[config.mk]
export PLATFORM = sky130hd
export DESIGN_NAME = mdu_div_seq
export DESIGN_NICKNAME = d
export VERILOG_FILES = /design/src/rtl/mdu_pkg.sv /design/src/rtl/mdu_div_step.sv /design/src/rtl/mdu_div_seq.sv
export SDC_FILE = /design/constraint.sdc
export NUM_CORES = 1
export LEC_CHECK = 0
export BUFFER_PORTS_ARGS = -buffer_cell sky130_fd_sc_hd__buf_4
export CAP_MARGIN = 30
export CORE_ASPECT_RATIO = 0.75
export CORE_MARGIN = 4
export CORE_UTILIZATION = 59
export CTS_BUF_LIST = sky130_fd_sc_hd__clkbuf_4 sky130_fd_sc_hd__clkbuf_8 sky130_fd_sc_hd__clkbuf_16
export DETAILED_ROUTE_END_ITERATION = 12
export PLACE_DENSITY = 0.84
export RECOVER_POWER = 100
export SLEW_MARGIN = 20
export SYNTH_ARGS = -nofsm -noshare
export SYNTH_HDL_FRONTEND = slang
export SYNTH_SLANG_ARGS = --single-unit
[constraint.sdc]
create_clock -name clk -period 3.97 [get_ports clk]
set_clock_uncertainty 0.1 [all_clocks]
set_input_delay 0.397 -clock clk [delete_from_list [all_inputs] [get_ports clk]]
set_output_delay 0.397 -clock clk [all_outputs]
set_load 0.05 [all_outputs]
[src/rtl/mdu_pkg.sv]
// Shared definitions for the MIPS32 DIV/DIVU sequencer: default widths,
// sequencer states and the conditional two's complement helper.
package mdu_pkg;

    localparam int DIV_WIDTH = 32;
    localparam int DIV_CNT_W = 5;   // clog2(DIV_WIDTH)

    typedef enum logic [2:0] {
        IDLE,
        PREP,
        ITER,
        FIX,
        DONE
    } div_state_e;

    // Negate modulo 2^DIV_WIDTH when neg is set. This yields |x| for a negative
    // operand and applies the result signs after the unsigned core.
    function automatic logic [DIV_WIDTH-1:0] cond_neg(
        input logic [DIV_WIDTH-1:0] value,
        input logic                 neg
    );
        return neg ? (~value + 1'b1) : value;
    endfunction

endpackage

[src/rtl/mdu_div_step.sv]
// One restoring-division step: shift the next dividend bit into the partial
// remainder and trial-subtract the divisor. This holds the only subtractor in
// the divider.
module mdu_div_step
    import mdu_pkg::*;
#(
    parameter int WIDTH = DIV_WIDTH
) (
    input  logic [WIDTH-1:0] rem_i,
    input  logic             dvd_bit_i,
    input  logic [WIDTH-1:0] dvs_i,
    output logic [WIDTH-1:0] rem_o,
    output logic             q_bit_o
);

    logic [WIDTH:0] trial;
    logic [WIDTH:0] diff;

    // The partial remainder is always below the divisor. The trial value is
    // therefore below 2*divisor, and WIDTH+1 bits hold the difference with a
    // correct sign bit.
    assign trial   = {rem_i, dvd_bit_i};
    assign diff    = trial - {1'b0, dvs_i};
    assign q_bit_o = ~diff[WIDTH];
    assign rem_o   = q_bit_o ? diff[WIDTH-1:0] : trial[WIDTH-1:0];

endmodule

[src/rtl/mdu_div_seq.sv]
// Multi-cycle MIPS32 DIV/DIVU sequencer. It owns the HI (remainder) and
// LO (quotient) registers and drives a one-bit-per-cycle restoring divider.
// Sequence: IDLE -> PREP -> ITER (WIDTH cycles) -> FIX -> DONE -> IDLE.
// done_o is a registered pulse in the cycle after DONE. start_i is not
// accepted in that cycle.
//
// Optional build macro MDU_DIV_EARLY_ZERO_EN: a zero divisor skips the
// iteration and goes straight from PREP to DONE. lo is all ones and hi is the
// dividend. Without the macro, a zero divisor runs the full iteration.
module mdu_div_seq
    import mdu_pkg::*;
#(
    parameter int WIDTH = DIV_WIDTH,
    parameter int CNT_W = DIV_CNT_W
) (
    input  logic             clk,
    input  logic             rst_n,
    input  logic             start_i,
    input  logic             is_signed_i,
    input  logic [WIDTH-1:0] a_i,
    input  logic [WIDTH-1:0] b_i,
    input  logic             flush_i,
    output logic             busy_o,
    output logic             done_o,
    output logic [WIDTH-1:0] hi_o,
    output logic [WIDTH-1:0] lo_o,
    output logic             div_by_zero_o
);

    div_state_e       state_q;
    logic [CNT_W-1:0] cnt_q;
    logic [WIDTH-1:0] dvd_q;        // dividend; quotient bits shift in at the LSB
    logic [WIDTH-1:0] dvs_q;        // divisor (raw in PREP, magnitude afterwards)
    logic [WIDTH-1:0] rem_q;        // partial remainder
    logic             signed_q;
    logic             q_neg_q;
    logic             r_neg_q;
    logic             dbz_pend_q;   // zero divisor seen in PREP, published in FIX
    logic             busy_q;
    logic             done_q;
    logic [WIDTH-1:0] hi_q;
    logic [WIDTH-1:0] lo_q;
    logic             div_by_zero_q;

    logic [WIDTH-1:0] rem_d;
    logic             q_bit_d;
    logic             a_neg;
    logic             b_neg;

    assign a_neg = signed_q & dvd_q[WIDTH-1];
    assign b_neg = signed_q & dvs_q[WIDTH-1];

    mdu_div_step #(
        .WIDTH (WIDTH)
    ) u_step (
        .rem_i     (rem_q),
        .dvd_bit_i (dvd_q[WIDTH-1]),
        .dvs_i     (dvs_q),
        .rem_o     (rem_d),
        .q_bit_o   (q_bit_d)
    );

    // Sequencer FSM. All working and result registers are updated here.
    // NOTE: every register in this block is assigned with <=. All of them
    // then sample the same pre-edge values, whatever the statement order.
    always_ff @(posedge clk or negedge rst_n) begin
        if (!rst_n) begin
            state_q       <= IDLE;
            cnt_q         <= '0;
            dvd_q         <= '0;
            dvs_q         <= '0;
            rem_q         <= '0;
            signed_q      <= 1'b0;
            q_neg_q       <= 1'b0;
            r_neg_q       <= 1'b0;
            dbz_pend_q    <= 1'b0;
            busy_q        <= 1'b0;
            done_q        <= 1'b0;
            hi_q          <= '0;
            lo_q          <= '0;
            div_by_zero_q <= 1'b0;
        end else begin
            done_q <= 1'b0;
            case (state_q)
                IDLE: begin
                    // Starts are ignored during the done pulse. A request
                    // held across completion cannot re-issue immediately.
                    if (start_i && !done_q) begin
                        dvd_q    <= a_i;
                        dvs_q    <= b_i;
                        signed_q <= is_signed_i;
                        busy_q   <= 1'b1;
                        state_q  <= PREP;
                    end
                end

                PREP: begin
                    if (flush_i) begin
                        busy_q  <= 1'b0;
                        state_q <= IDLE;
                    end else begin
                        q_neg_q    <= a_neg ^ b_neg;
                        r_neg_q    <= a_neg;
                        dvd_q      <= cond_neg(dvd_q, a_neg);
                        dvs_q      <= cond_neg(dvs_q, b_neg);
                        rem_q      <= '0;
                        cnt_q      <= CNT_W'(WIDTH - 1);
                        dbz_pend_q <= (dvs_q == '0);
`ifdef MDU_DIV_EARLY_ZERO_EN
                        if (dvs_q == '0) begin
                            hi_q          <= dvd_q;
                            lo_q          <= '1;
                            div_by_zero_q <= 1'b1;
                            state_q       <= DONE;
                        end else begin
                            state_q <= ITER;
                        end
`else
                        state_q    <= ITER;
`endif
                    end
                end

                ITER: begin
                    if (flush_i) begin
                        busy_q  <= 1'b0;
                        state_q <= IDLE;
                    end else begin
                        rem_q <= rem_d;
                        dvd_q <= {dvd_q[WIDTH-2:0], q_bit_d};
                        if (cnt_q == '0) begin
                            state_q <= FIX;
                        end else begin
                            cnt_q <= cnt_q - 1'b1;
                        end
                    end
                end

                FIX: begin
                    if (flush_i) begin
                        busy_q  <= 1'b0;
                        state_q <= IDLE;
                    end else begin
                        hi_q          <= cond_neg(rem_q, r_neg_q);
                        lo_q          <= cond_neg(dvd_q, q_neg_q);
                        div_by_zero_q <= dbz_pend_q;
                        state_q       <= DONE;
                    end
                end

                DONE: begin
                    busy_q  <= 1'b0;
                    done_q  <= 1'b1;
                    state_q <= IDLE;
                end

                default: begin
                    busy_q  <= 1'b0;
                    state_q <= IDLE;
                end
            endcase
        end
    end

    assign busy_o        = busy_q;
    assign done_o        = done_q;
    assign hi_o          = hi_q;
    assign lo_o          = lo_q;
    assign div_by_zero_o = div_by_zero_q;

endmodule

[Word-level counts from Yosys, hierarchy flattened]
Index checks and enable logic that the tools add are counted.
Word-level totals
  output and inout bits: 67
  bits in latches: 0
  memory bits (read-only): 0
  register bits: 175
  bits in writable memories: 0
  input bits: 69
  logic and storage cells: 86
  memories kept: 0
Cells by class
  shift operators: 0
  multiply operators: 0
  $add $sub $neg: 5
  muxes and demuxes: 29
  eq/ne operators: 12
  div/mod/pow operators: 0
  bitwise logic cells: 8
  reductions and logical operators: 18
  order comparisons: 0
Operators with widths (number)
  32-bit two-way mux: 12
  32-bit case mux with 2 select lines: 2
  32-bit by 1-bit adder with 32-bit output, second input constant: 3
  32-bit inverter: 3
  32-bit case mux with 3 select lines: 1
  33-bit by 32-bit subtractor with 33-bit output: 1
  32-bit zero test: 1
  5-bit two-way mux: 3
  3-bit two-way mux: 4
  2-bit != test, second input constant: 6
  3-bit case mux with 4 select lines: 1
  5-bit case mux with 2 select lines: 1
  2-bit AND reduction: 5
  4-bit AND reduction: 2
  3-bit by 2-bit equality test with 1-bit output, second input constant: 2
  5-bit zero test: 1
  5-bit AND reduction: 1
  5-bit by 1-bit subtractor with 5-bit output, second input constant: 1
  2-bit nonzero test: 2
  3-bit by 1-bit equality test with 1-bit output, second input constant: 1
  3-bit equality test, second input constant: 1
  3-bit zero test: 1
  1-bit two-way mux: 3
  3-bit != test, second input constant: 1
  other kinds (11): 13

[Depth between registers and ports, before layout]
Gate-level depths: netlist of run 1.
  word-level depth: 5
  gate-level depth with buffers: 13
  depth with buffers taken out: 12

[Cells and area by module]
A second synthesis of run 1 with hierarchy kept.
Second synthesis, totals
  cells, all modules: 1436
  area total of the unflattened synthesis: 12161.7 sq um
Modules (own cells, without submodules)
  mdu_div_seq: area an instance 9844.4 sq um, cells each 1127, seq. area each 4379.2 sq um, instances 1
  mdu_div_step: area an instance 2317.2 sq um, cells each 309, seq. area each 0.0 sq um, instances 1

[Worst setup path after synthesis of run 1]
OpenSTA, ideal clock, no wires.
  kind: register to register
  from: register dvd_q[1]
  to: register dvd_q[28]
  library setup time: 130 ps
  stages on the path, launching flop included: 12
  period minus slack after synthesis: 3585 ps
  path buffers: 1
  path slack: 385 ps
  data arrival time: 3356 ps
  data required time: 3740 ps
  cells stage by stage: dfrtp_1 inv_1 ha_1 or3b_2 or3_4 or3_1 buf_2 or3_4 or3_4 or3_4 a222oi_1 o21ai_1
On the way
  cells in the longest elaborated chain, start to end: 5
RTL lines
  from (decl): line mdu_div_seq.sv:32  | logic [WIDTH-1:0] dvd_q;
  from (signal assigned): line mdu_div_seq.sv:89  | dvd_q <= a_i;
  from (signal assigned): line mdu_div_seq.sv:104  | dvd_q <= cond_neg(dvd_q, a_neg);
  from (signal assigned): line mdu_div_seq.sv:130  | dvd_q <= {dvd_q[WIDTH-2:0], q_bit_d};
  32-bit inverter: line mdu_pkg.sv:22  | return neg ? (~value + 1'b1) : value;
  32-bit by 1-bit adder with 32-bit output: line mdu_pkg.sv:22
  32-bit two-way mux: line mdu_pkg.sv:22
  32-bit two-way mux: line mdu_div_seq.sv:98  | if (flush_i) begin
  32-bit case mux with 3 select lines: line mdu_div_seq.sv:84  | case (state_q)
No other way between the ends. The select of a mux whose other input is x is not followed.
A chain may end at the register's enable or synchronous reset.

[Final worst setup path of run 1]
  from: register dvd_q[9]
  to: register lo_q[31], in the netlist lo_o[31]
On the way
  cells in the longest elaborated chain, start to end: 3
RTL lines
  32-bit inverter: line mdu_pkg.sv:22
  32-bit by 1-bit adder with 32-bit output: line mdu_pkg.sv:22
  32-bit two-way mux: line mdu_pkg.sv:22
  to (signal assigned): line mdu_div_seq.sv:145  | lo_q <= cond_neg(dvd_q, q_neg_q);
  to (decl): line mdu_div_seq.sv:42  | logic [WIDTH-1:0] lo_q;
No other way between the ends.

==> metrics.md, run 1 <==
| Metric | Value |
|---|---|
| FILL cells | `1,522` |
| Crit end category | `flop` |
| Max Fclk | `262.7 MHz` |
| Combinational power share | `56.4%` |
| Total track usage | `30.36%` |
| Hold Path Class | `in2reg` |
| Crit path time final | `3.806 ns` |
| CTS tree | `yes` |
| Drc violations | `0` |
| Die W | `166.9 microns` |
| Antenna cells | `0` |
| Die span in y | `127.2 microns` |
| Worst EP required | `4.15 ns` |
| Sequential area share after synthesis | `39.18%` |
| Total core area | `0.01856 sq mm` |
| PortBufs | `135` |
| Ys async rst share | `100.0%` |
| Int Pwr | `0.005993 W` |
| Worst-path clk slew | `0.07 ns` |
| Initial drt markers | `1,472` |
| DR vias | `11,020` |
| Total power draw | `0.01226 W` |
| Hold Path Cell Cnt | `3` |
| H-Tree Depth | `4` |
| Worst Setup SP | `dvd_q[9]` |
| Die ar. | `0.02123 sq mm` |
| Row Count | `43` |
| Least-Margin Pin Slew | `2.199 ns` |
| Detailed-route vias per instance | `6.503` |
| Power density over cell area | `954.1 mW/mm^2` |
| Net switching power | `0.006266 W` |
| RSZ-0062 raised after global routing | `false` |
| Reg power frac | `28.4%` |
| Failing checks | `max-capacitance violations, max-slew violations` |
| Hold path startpoint | `b_i[0]` |
| Kind of critical path | `reg2reg` |
| DP HPWL | `22,920 microns` |
| Max cap viols | `1` |
| Worst-path fanout max | `7` |
| Pins Over Slew Limit | `89` |
| Vias in the first global route | `10,220` |
| Status | `finished with violations` |
| Leak Pwr | `5.549 nW` |
| RD Place Congestion | `1.026` |
| First-pass DRT Iterations | `6` |
| Area delta synth->final | `14.97%` |
| Final setup violation count | `0` |
| Final worst setup slack | `0.1640 ns` |
| TritonCTS Buffers | `17` |
| Reg2reg start | `dvd_q[9]` |
| Clock power frac | `15.1%` |
| Final TNS setup | `0 ns` |
| Overflow after GRT | `0` |
| Layout cells sized above 1 | `10.43%` |
| Worst-Skew Late Latency | `0.45 ns` |
| Synth Cell Area | `0.01118 sq mm` |
| Initial Util | `60.21%` |
| Cells after synthesis | `1,334` |
| Post-Route WL | `32,510 microns` |
| Number of I/O pins | `136` |
| Distinct cells, synth | `68` |
| First-pass GRT wire length | `52,760 microns` |
| Worst relative slew slack | `-46.59%` |
| Crit share post-route | `95.87%` |
| Synth Flop Type | `dfrtp_1` |
| Hold Violations, Final | `0` |
| Routed wire per std cell | `19.18 microns` |
| Startpoint types | `flop` |
| Initial antenna violation count | `0` |
| Yosys warns | `0` |
| Routed Antenna Nets | `0` |
| Nets | `1,542` |
| Sw Ratio | `51.11%` |
| Post-synth EDFFs | `0` |
| Synth Area per Inst | `8.378 sq um` |
| DP Worst Slack | `0.2266 ns` |
| Max VDD drop | `0.0004243 V` |
| CTS root buf | `clkbuf_16` |
| Clk sinks | `175` |
| R2r worst-path depth | `9` |
| Crit path DAT | `3.99 ns` |
| Largest net degree at the start of global routing | `100` |
| Register bit count reported by yosys | `175` |
| CTS Buffer Depth | `2` |
| Syn_nets | `1,441` |
-- cell usage after synthesis (15+ instances only) --
| master | number | area (sq um) |
|---|---|---|
| a21o_1 | 15 | 112.6 |
| nor2_1 | 76 | 285.3 |
| or3_1 | 17 | 106.4 |
| nor3b_1 | 18 | 135.1 |
| a221oi_1 | 21 | 183.9 |
| o21ai_0 | 169 | 845.8 |
| xnor2_1 | 28 | 245.2 |
| nand3_1 | 46 | 230.2 |
| clkbuf_1 | 79 | 296.5 |
| o22ai_1 | 21 | 131.4 |
| nand2_1 | 184 | 690.7 |
| xor2_1 | 67 | 586.8 |
| o311ai_0 | 24 | 210.2 |
| a31oi_1 | 20 | 125.1 |
| inv_1 | 48 | 180.2 |
| nor3_1 | 32 | 160.2 |
| dfrtp_1 | 175 | 4379 |
| a21oi_1 | 64 | 320.3 |
| ha_1 | 37 | 462.9 |
-- logic make-up (layout without fill, tap and decap cells) --
kind of cell	Yosys count	after routing	synth area share, %
xor gates and xnor gates	95	95	7.445
and+or+nand+nor	459	459	19.91
AOI/OAI and AO/OA	426	426	24.03
muxes	4	4	0.3695
buffers and inverters	137	251	4.747
adders and majority gates	38	38	4.322
DFF	175	175	39.18
-- layout make-up --
| cell class | count | area, sq um | share of cell area [%] |
|---|---|---|---|
| inverter | 48 | 180.2 | 1.402 |
| sequential | 175 | 4379 | 34.08 |
| clock buffer | 19 | 446.7 | 3.476 |
| timing repair buffer | 171 | 1050 | 8.170 |
| clock inverter | 13 | 198.9 | 1.548 |
| multi-input combinational | 1022 | 6285 | 48.91 |
| tap | 247 | 309.0 | 2.405 |
-- path summary, 6_finish.rpt --
kind,endpoint,slack [ns]
max,lo_o[31],0.16
min,dvs_q[0],0.05
max reg2reg,lo_o[31],0.16
min reg2reg,hi_o[31],0.38
max in group asynchronous,hi_o[28],0.72
min in group asynchronous,lo_o[20],1.04
-- placed cells by master (no fill, tap or decap), types with 4 or more instances in the layout --
cell and n:
a32oi_1 9, nand2_1 184, o31ai_1 11, bufinv_16 4
xor2_1 67, a222oi_1 8, nand4_1 11, nor3_1 32
a211oi_1 13, a21o_1 15, a221oi_1 21, a22oi_1 5
xnor2_1 28, o311ai_0 24, nor4_1 8, clkbuf_2 6
nor3b_1 18, o21ai_0 171, nor2b_1 11, and3_1 4
or3_4 5, a31oi_1 20, o211ai_1 9, buf_4 87
clkbuf_16 17, or4_1 12, clkbuf_1 73, inv_1 48
nand2b_1 14, dfrtp_1 175, or3_1 18, nor2_1 74
ha_1 37, a21oi_1 64, o21bai_1 5, inv_6 4
or2_2 5, o22ai_1 21, nand3_1 46
-- worst max-delay path, cell delays in order (launching register included) --
cell and delay (ns):
dfrtp_1 0.44, or4_4 0.55, or4_1 0.44, or2_0 0.33
or3_1 0.45, or3_4 0.41, or4_1 0.58, nand2_1 0.11
xnor2_1 0.12, o21ai_0 0.08
-- through the flow --
step	instances	utilization, %	area, sq um	hold WS (ns)
finish	1695	69.22	12850	0.05334
global route	1695	69.22	12850	0.07052
CTS	1693	70.93	13170	0.05902
detailed placement	1660	67.39	12510	0.3669
global placement	1659	67.25	12480	0.3622
floorplan	1334	-	11180	0.001409
-- layer usage --
layer | global-route usage [%] | vias to the layer above | wire [microns]
met5 | 0 | - | 0
met4 | 10.10 | 0 | 825
met3 | 5.537 | 83 | 3277
met2 | 45.15 | 585 | 13950
met1 | 45.21 | 5278 | 14450
li1 | - | 5077 | -
-- registers in the layout, indices dropped and copies added (netlist names) --
register       flops
hi_o              32
done_o             1
div_by_zero_o      1
dvs_q             32
state_q            3
signed_q           1
r_neg_q            1
rem_q             32
busy_o             1
q_neg_q            1
dbz_pend_q         1
cnt_q              5
lo_o              32
dvd_q             32
-- power by group through the flow --
stage                     clock (W)  combinational [W]  sequential (W)
after global routing        0.00194            0.00759         0.00360
after CTS                   0.00186            0.00702         0.00348
after global placement            0            0.00675         0.00345
after detailed placement          0            0.00696         0.00351
after floorplan                   0            0.00427         0.00412
final                       0.00186            0.00692         0.00348
-- timing repair --
item	CTS	global route
hold buffers	1	0
endpoints found under the hold margin	86	0
gates resized for setup	0	0
setup buffers	0	0
Power figures use the tool's default switching activity.
==> run 2: changes to the inputs <==
--- a/config.mk
+++ b/config.mk
@@ -13,7 +13,7 @@
 export CTS_BUF_LIST = sky130_fd_sc_hd__clkbuf_4 sky130_fd_sc_hd__clkbuf_8 sky130_fd_sc_hd__clkbuf_16
 export DETAILED_ROUTE_END_ITERATION = 12
 export PLACE_DENSITY = 0.84
-export RECOVER_POWER = 100
+export RECOVER_POWER = 25
 export SLEW_MARGIN = 20
 export SYNTH_ARGS = -nofsm -noshare
 export SYNTH_HDL_FRONTEND = slang
==> run 2 against run 1 <==
Effect of this change:
- the flow still finishes with violations (max-capacitance violations, max-slew violations)
- maximum frequency is 0.10% higher
- hold slack better by 0.00052 ns
- flip-flop and latch count unchanged
- die area stayed put
- setup slack better by 0.0038 ns
==> metrics.md, run 2 (synthesized netlist as in run 1, its figures left out) <==
| Metric | Value |
|---|---|
| Status | `finished with violations` |
| Failing checks | `max-capacitance violations, max-slew violations` |
| Power density over cell area | `950.8 mW/mm^2` |
| First-pass DRT Iterations | `7` |
| Vias in the first global route | `10,220` |
| Int Pwr | `0.006210 W` |
| Layout cells sized above 1 | `14.71%` |
| Hold Path Class | `in2reg` |
| Total track usage | `30.36%` |
| Crit path time final | `3.802 ns` |
| CTS tree | `yes` |
| Initial Util | `60.21%` |
| Hold Path End | `dvs_q[0]` |
| Worst relative slew slack | `-49.18%` |
| Initial drt markers | `1,553` |
| Nets | `1,542` |
| Reg2reg start | `dvd_q[1]` |
| Most common cell after layout, fill and taps aside | `nand2_1` |
| Crit end category | `flop` |
| CTS Buffer Depth | `2` |
| PortBufs | `135` |
| Reg power frac | `27.9%` |
| Total power draw | `0.01250 W` |
| Least-Margin Pin Slew | `2.238 ns` |
| Kind of critical path | `reg2reg` |
| Hold Worst Slack | `0.05386 ns` |
| Clock power frac | `14.8%` |
| R2r worst-path depth | `10` |
| Post-Layout Cell Count | `1,695` |
| Number of I/O pins | `136` |
| Net switching power | `0.006293 W` |
| Util after Layout | `70.85%` |
| Initial antenna violation count | `0` |
| Worst-path clk slew | `0.07 ns` |
| Die ar. | `0.02123 sq mm` |
| Crit share post-route | `95.77%` |
| Max VDD drop | `0.0004700 V` |
| RD Place Congestion | `1.026` |
| Reg2reg end | `dvd_q[28]` |
| Crit path DAT | `4.03 ns` |
| DR vias | `11,050` |
| Row Count | `43` |
| Worst EP required | `4.19 ns` |
| TritonCTS Buffers | `17` |
| DP HPWL | `22,920 microns` |
| Detailed-route vias per instance | `6.520` |
| Combinational power share | `57.2%` |
| Worst-Skew Late Latency | `0.45 ns` |
| Most frequent cells in the layout | `nand2_1 (184), dfrtp_1 (175), o21ai_0 (169)` |
| Placed cell count | `1,660` |
| RSZ-0062 raised after global routing | `false` |
| Largest net degree at the start of global routing | `100` |
| Hold Violations, Final | `0` |
| Area delta synth->final | `17.67%` |
| Hold Path Cell Cnt | `3` |
| Overflow after GRT | `0` |
| Hold path startpoint | `b_i[0]` |
| Pins Over Slew Limit | `88` |
| Routed Antenna Nets | `0` |
| First-pass GRT wire length | `52,760 microns` |
| Drc violations | `0` |
| Max Fclk | `263.0 MHz` |
| Startpoint types | `flop` |
| Sw Ratio | `50.33%` |
| Final TNS setup | `0 ns` |
| Total core area | `0.01856 sq mm` |
| Final setup violation count | `0` |
| Max cap viols | `1` |
| Leak Pwr | `5.804 nW` |
| Clk sinks | `175` |
| Die span in y | `127.2 microns` |
| Post-Route WL | `32,510 microns` |
| Antenna cells | `0` |
| Worst-path fanout max | `6` |
| Post-CTS Setup Repair Bufs | `0` |
| Die W | `166.9 microns` |
| CTS root buf | `clkbuf_16` |
| Routed wire per std cell | `19.18 microns` |
| H-Tree Depth | `4` |
| R2r setup slk | `0.17 ns` |
-- run 2: cell types whose count changed in the layout (fill, tap and decap cells not counted), moves of 2 or more --
cell,previous run,this run
o21ai_1,0,2
buf_4,87,147
o21ai_0,171,169
clkbuf_2,6,1
clkbuf_1,73,17
-- run 2: cell type report --
| cell class | instances | area [sq um] |
|---|---|---|
| tap | 247 | 309.0 |
| clock inverter | 13 | 198.9 |
| multi-input combinational | 1022 | 6331 |
| fill | 1471 | 5411 |
| clock buffer | 19 | 446.7 |
| inverter | 48 | 180.2 |
| sequential | 175 | 4379 |
| timing repair buffer | 171 | 1305 |
-- run 2: power groups by stage --
stage	Clock, W	Sequential, W	Combinational, W
floorplan	0	0.00412	0.00427
global placement	0	0.00345	0.00675
detailed placement	0	0.00351	0.00696
CTS	0.00186	0.00348	0.00702
global route	0.00194	0.00361	0.00781
finish	0.00186	0.00349	0.00715
-- run 2: worst max-delay path by stage --
stage               cells after the start      from  slack (ns)        end
finish                                 10  dvd_q[1]        0.17  dvd_q[28]
global route                           10  dvd_q[1]        0.03  dvd_q[30]
CTS                                    10  dvd_q[1]        0.20  dvd_q[28]
detailed placement                     10  dvd_q[1]        0.23  dvd_q[28]
global placement                       10  dvd_q[1]        0.31  dvd_q[28]
floorplan                              11  dvd_q[1]        0.38  dvd_q[28]
-- run 2: routing by layer --
layer / up-vias / global-route usage (%) / part of all wire, %
met1: 5278 / 45.21 / 43
met2: 615 / 45.15 / 43
met4: 0 / 10.10 / 2.5
li1: 5078 / - / -
met3: 80 / 5.537 / 11
met5: - / 0 / 0
-- run 2: repair_timing --
action | 4_1_cts | 5_1_grt
resized for setup | 0 | 0
hold buffers | 1 | 0
hold endpoints to repair | 86 | 0
-- run 2: critical path: stages, from the launching register on --
cell	delay, ns
dfrtp_1	0.40
inv_1	0.10
ha_1	0.20
or3b_2	0.50
or3_4	0.38
or3_1	0.46
or3_4	0.39
or3_4	0.41
or3_4	0.35
a222oi_1	0.30
o21ai_1	0.09
-- run 2: metrics by stage --
| stage | cell area, sq um | setup WS [ns] |
|---|---|---|
| 4_1_cts | 13170 | 0.2027 |
| 3_5_place_dp | 12510 | 0.2266 |
| 5_1_grt | 13150 | 0.02991 |
| 3_3_place_gp | 12480 | 0.3066 |
| 6_report | 13150 | 0.1679 |
| 2_1_floorplan | 11180 | 0.3847 |
==> run 3: changes to the inputs <==
--- a/config.mk
+++ b/config.mk
@@ -9,10 +9,10 @@
 export CAP_MARGIN = 30
 export CORE_ASPECT_RATIO = 0.75
 export CORE_MARGIN = 4
-export CORE_UTILIZATION = 59
+export CORE_UTILIZATION = 35
 export CTS_BUF_LIST = sky130_fd_sc_hd__clkbuf_4 sky130_fd_sc_hd__clkbuf_8 sky130_fd_sc_hd__clkbuf_16
 export DETAILED_ROUTE_END_ITERATION = 12
-export PLACE_DENSITY = 0.84
+export PLACE_DENSITY = 0.56
 export RECOVER_POWER = 25
 export SLEW_MARGIN = 20
 export SYNTH_ARGS = -nofsm -noshare
==> run 3 against run 2 <==
Effect of this change:
- the flow still finishes with violations (max-capacitance violations, max-slew violations)
- final area is 1.5% higher
- first-iteration DRC count decreased by 36%
- global-route usage fell by 10 points
- sequential power grew 1%
- critical path depth stayed put
- non-clock buffer count decreased by 1
- cell count grew 9.2%
- combinational power decreased by 0.6%
- die area increased by 64%
- flip-flop and latch count did not move
- setup slack better by 0.029 ns
- power down 0.59%
- critical path type unchanged
==> metrics.md, run 3 (synthesized netlist as in run 1, its figures left out) <==
| Metric | Value |
|---|---|
| Detailed-route vias per instance | `5.666` |
| Most common cell after layout, fill and taps aside | `nand2_1` |
| Final worst setup slack | `0.1973 ns` |
| Reg power frac | `28.4%` |
| Most frequent cells in the layout | `nand2_1 (184), dfrtp_1 (175), o21ai_0 (168)` |
| Worst EP required | `4.19 ns` |
| Util after Layout | `42.50%` |
| Area delta synth->final | `19.38%` |
| TritonCTS Buffers | `17` |
| Crit share post-route | `95.03%` |
| Crit path DAT | `3.99 ns` |
| Int Pwr | `0.006128 W` |
| RD Place Congestion | `0.8896` |
| First-pass GRT wire length | `56,790 microns` |
| Net switching power | `0.006301 W` |
| Hold Violations, Final | `0` |
| Layout cells sized above 1 | `15.64%` |
| Drc violations | `0` |
| Max VDD drop | `0.0003818 V` |
| DR vias | `10,490` |
| Routed wire per std cell | `19.15 microns` |
| Initial antenna violation count | `0` |
| Leak Pwr | `5.835 nW` |
| Routed Antenna Nets | `0` |
| Area of the multi-input gates | `0.006336 sq mm` |
| Status | `finished with violations` |
| Power density over cell area | `931.6 mW/mm^2` |
| Final instance area | `0.01334 sq mm` |
| Worst-path clk slew | `0.07 ns` |
| DP Worst Slack | `0.2109 ns` |
| RSZ-0062 raised after global routing | `false` |
| Startpoint types | `flop` |
| Clock power frac | `14.4%` |
| Nets | `1,541` |
| Max Fclk | `265.1 MHz` |
| Worst relative slew slack | `-64.43%` |
| Die W | `214.3 microns` |
| CTS Buffer Depth | `2` |
| Placed instance area | `0.01271 sq mm` |
| Combinational power share | `57.2%` |
| Final setup violation count | `0` |
| Vias in the first global route | `9,732` |
| CTS root buf | `clkbuf_16` |
| Final TNS setup | `0 ns` |
| Total core area | `0.03139 sq mm` |
| Initial drt markers | `991` |
| Overflow after GRT | `0` |
| Row Count | `56` |
| FILL cells | `3,117` |
| Storage cell area | `0.004379 sq mm` |
| Least-Margin Pin Slew | `2.467 ns` |
| Crit path time final | `3.773 ns` |
| First-pass DRT Iterations | `7` |
| Antenna cells | `0` |
| Initial Util | `35.60%` |
| H-Tree Depth | `4` |
| Post-Route WL | `35,450 microns` |
| Post-CTS Setup Repair Bufs | `0` |
| DP HPWL | `25,560 microns` |
| Total power draw | `0.01243 W` |
| PortBufs | `135` |
| Clk sinks | `175` |
| Number of I/O pins | `136` |
| Die span in y | `162.8 microns` |
| Worst-Skew Late Latency | `0.46 ns` |
| CTS tree | `yes` |
| Failing checks | `max-capacitance violations, max-slew violations` |
| Crit end category | `flop` |
| Pins Over Slew Limit | `37` |
| Max cap viols | `1` |
| Largest net degree at the start of global routing | `88` |
| Total track usage | `20.29%` |
| Die ar. | `0.03488 sq mm` |
| Hold Path Class | `in2reg` |
| Kind of critical path | `reg2reg` |
| Sw Ratio | `50.69%` |
| Worst-path fanout max | `6` |
-- run 3: cell types whose count changed in the layout (fill, tap and decap cells not counted), sizes merged --
cell	delta
buf	+15
bufinv	-1
clkbuf	-17
clkinv	+1
inv	-1
-- run 3: stage by stage --
| step | hold slack, ns | cells |
|---|---|---|
| after detailed placement | 0.3718 | 1818 |
| after global placement | 0.3668 | 1818 |
| after CTS | 0.03800 | 1849 |
| after global routing | 0.05387 | 1851 |
| after floorplan | 0.001409 | 1334 |
| final | 0.06537 | 1851 |
-- run 3: area by class of cell --
type | count | share of cell area (%)
Tap cell | 406 | 3.808
Clock inverter | 12 | 1.191
Clock buffer | 18 | 3.292
Multi-Input combinational cell | 1022 | 47.49
Timing Repair Buffer | 170 | 10.04
Sequential cell | 175 | 32.82
Inverter | 48 | 1.350
-- run 3: timing repair --
action | CTS | global route
setup endpoints to repair | 0 | 1
endpoints found under the hold margin | 45 | 0
hold buffers | 1 | 0
gates resized for setup | 0 | 1
-- run 3: critical path, cell delays in order, from the launching register on --
cell and delay (ns):
dfrtp_1 0.39, inv_1 0.10, ha_1 0.20, or3b_2 0.50, or3_4 0.38, or3_1 0.43, or3_4 0.39, or3_4 0.41
or3_4 0.35, a222oi_1 0.29, o21ai_1 0.09
-- run 3: power by group through the flow --
| stage | combinational, W | clock (W) | sequential [W] |
|---|---|---|---|
| 3_5_place_dp | 0.00701 | 0 | 0.00358 |
| 4_1_cts | 0.00705 | 0.00183 | 0.00354 |
| 3_3_place_gp | 0.00698 | 0 | 0.00354 |
| 2_1_floorplan | 0.00427 | 0 | 0.00412 |
| 5_1_grt | 0.00787 | 0.00190 | 0.00367 |
| 6_report | 0.00711 | 0.00179 | 0.00353 |
-- run 3: path summary, 6_finish.rpt --
kind | from | end | slack [ns] | cells past startpoint
setup / recovery | dvd_q[0] | dvd_q[28] | 0.20 | 10
hold / removal | b_i[0] | dvs_q[0] | 0.07 | 3
setup reg to reg | dvd_q[0] | dvd_q[28] | 0.20 | 10
hold reg to reg | div_by_zero_o | div_by_zero_o | 0.38 | 2
max in group asynchronous | rst_n | rem_q[23] | 0.69 | 3
min in group asynchronous | rst_n | dvd_q[18] | 1.15 | 2
-- run 3: routing by layer --
layer	vias to the layer above	track usage (%)	routed length, microns
li1	5066	-	-
met1	5056	32.01	18170
met2	332	27.58	14240
met3	34	4.998	2593
met4	0	4.566	450
met5	-	0	0
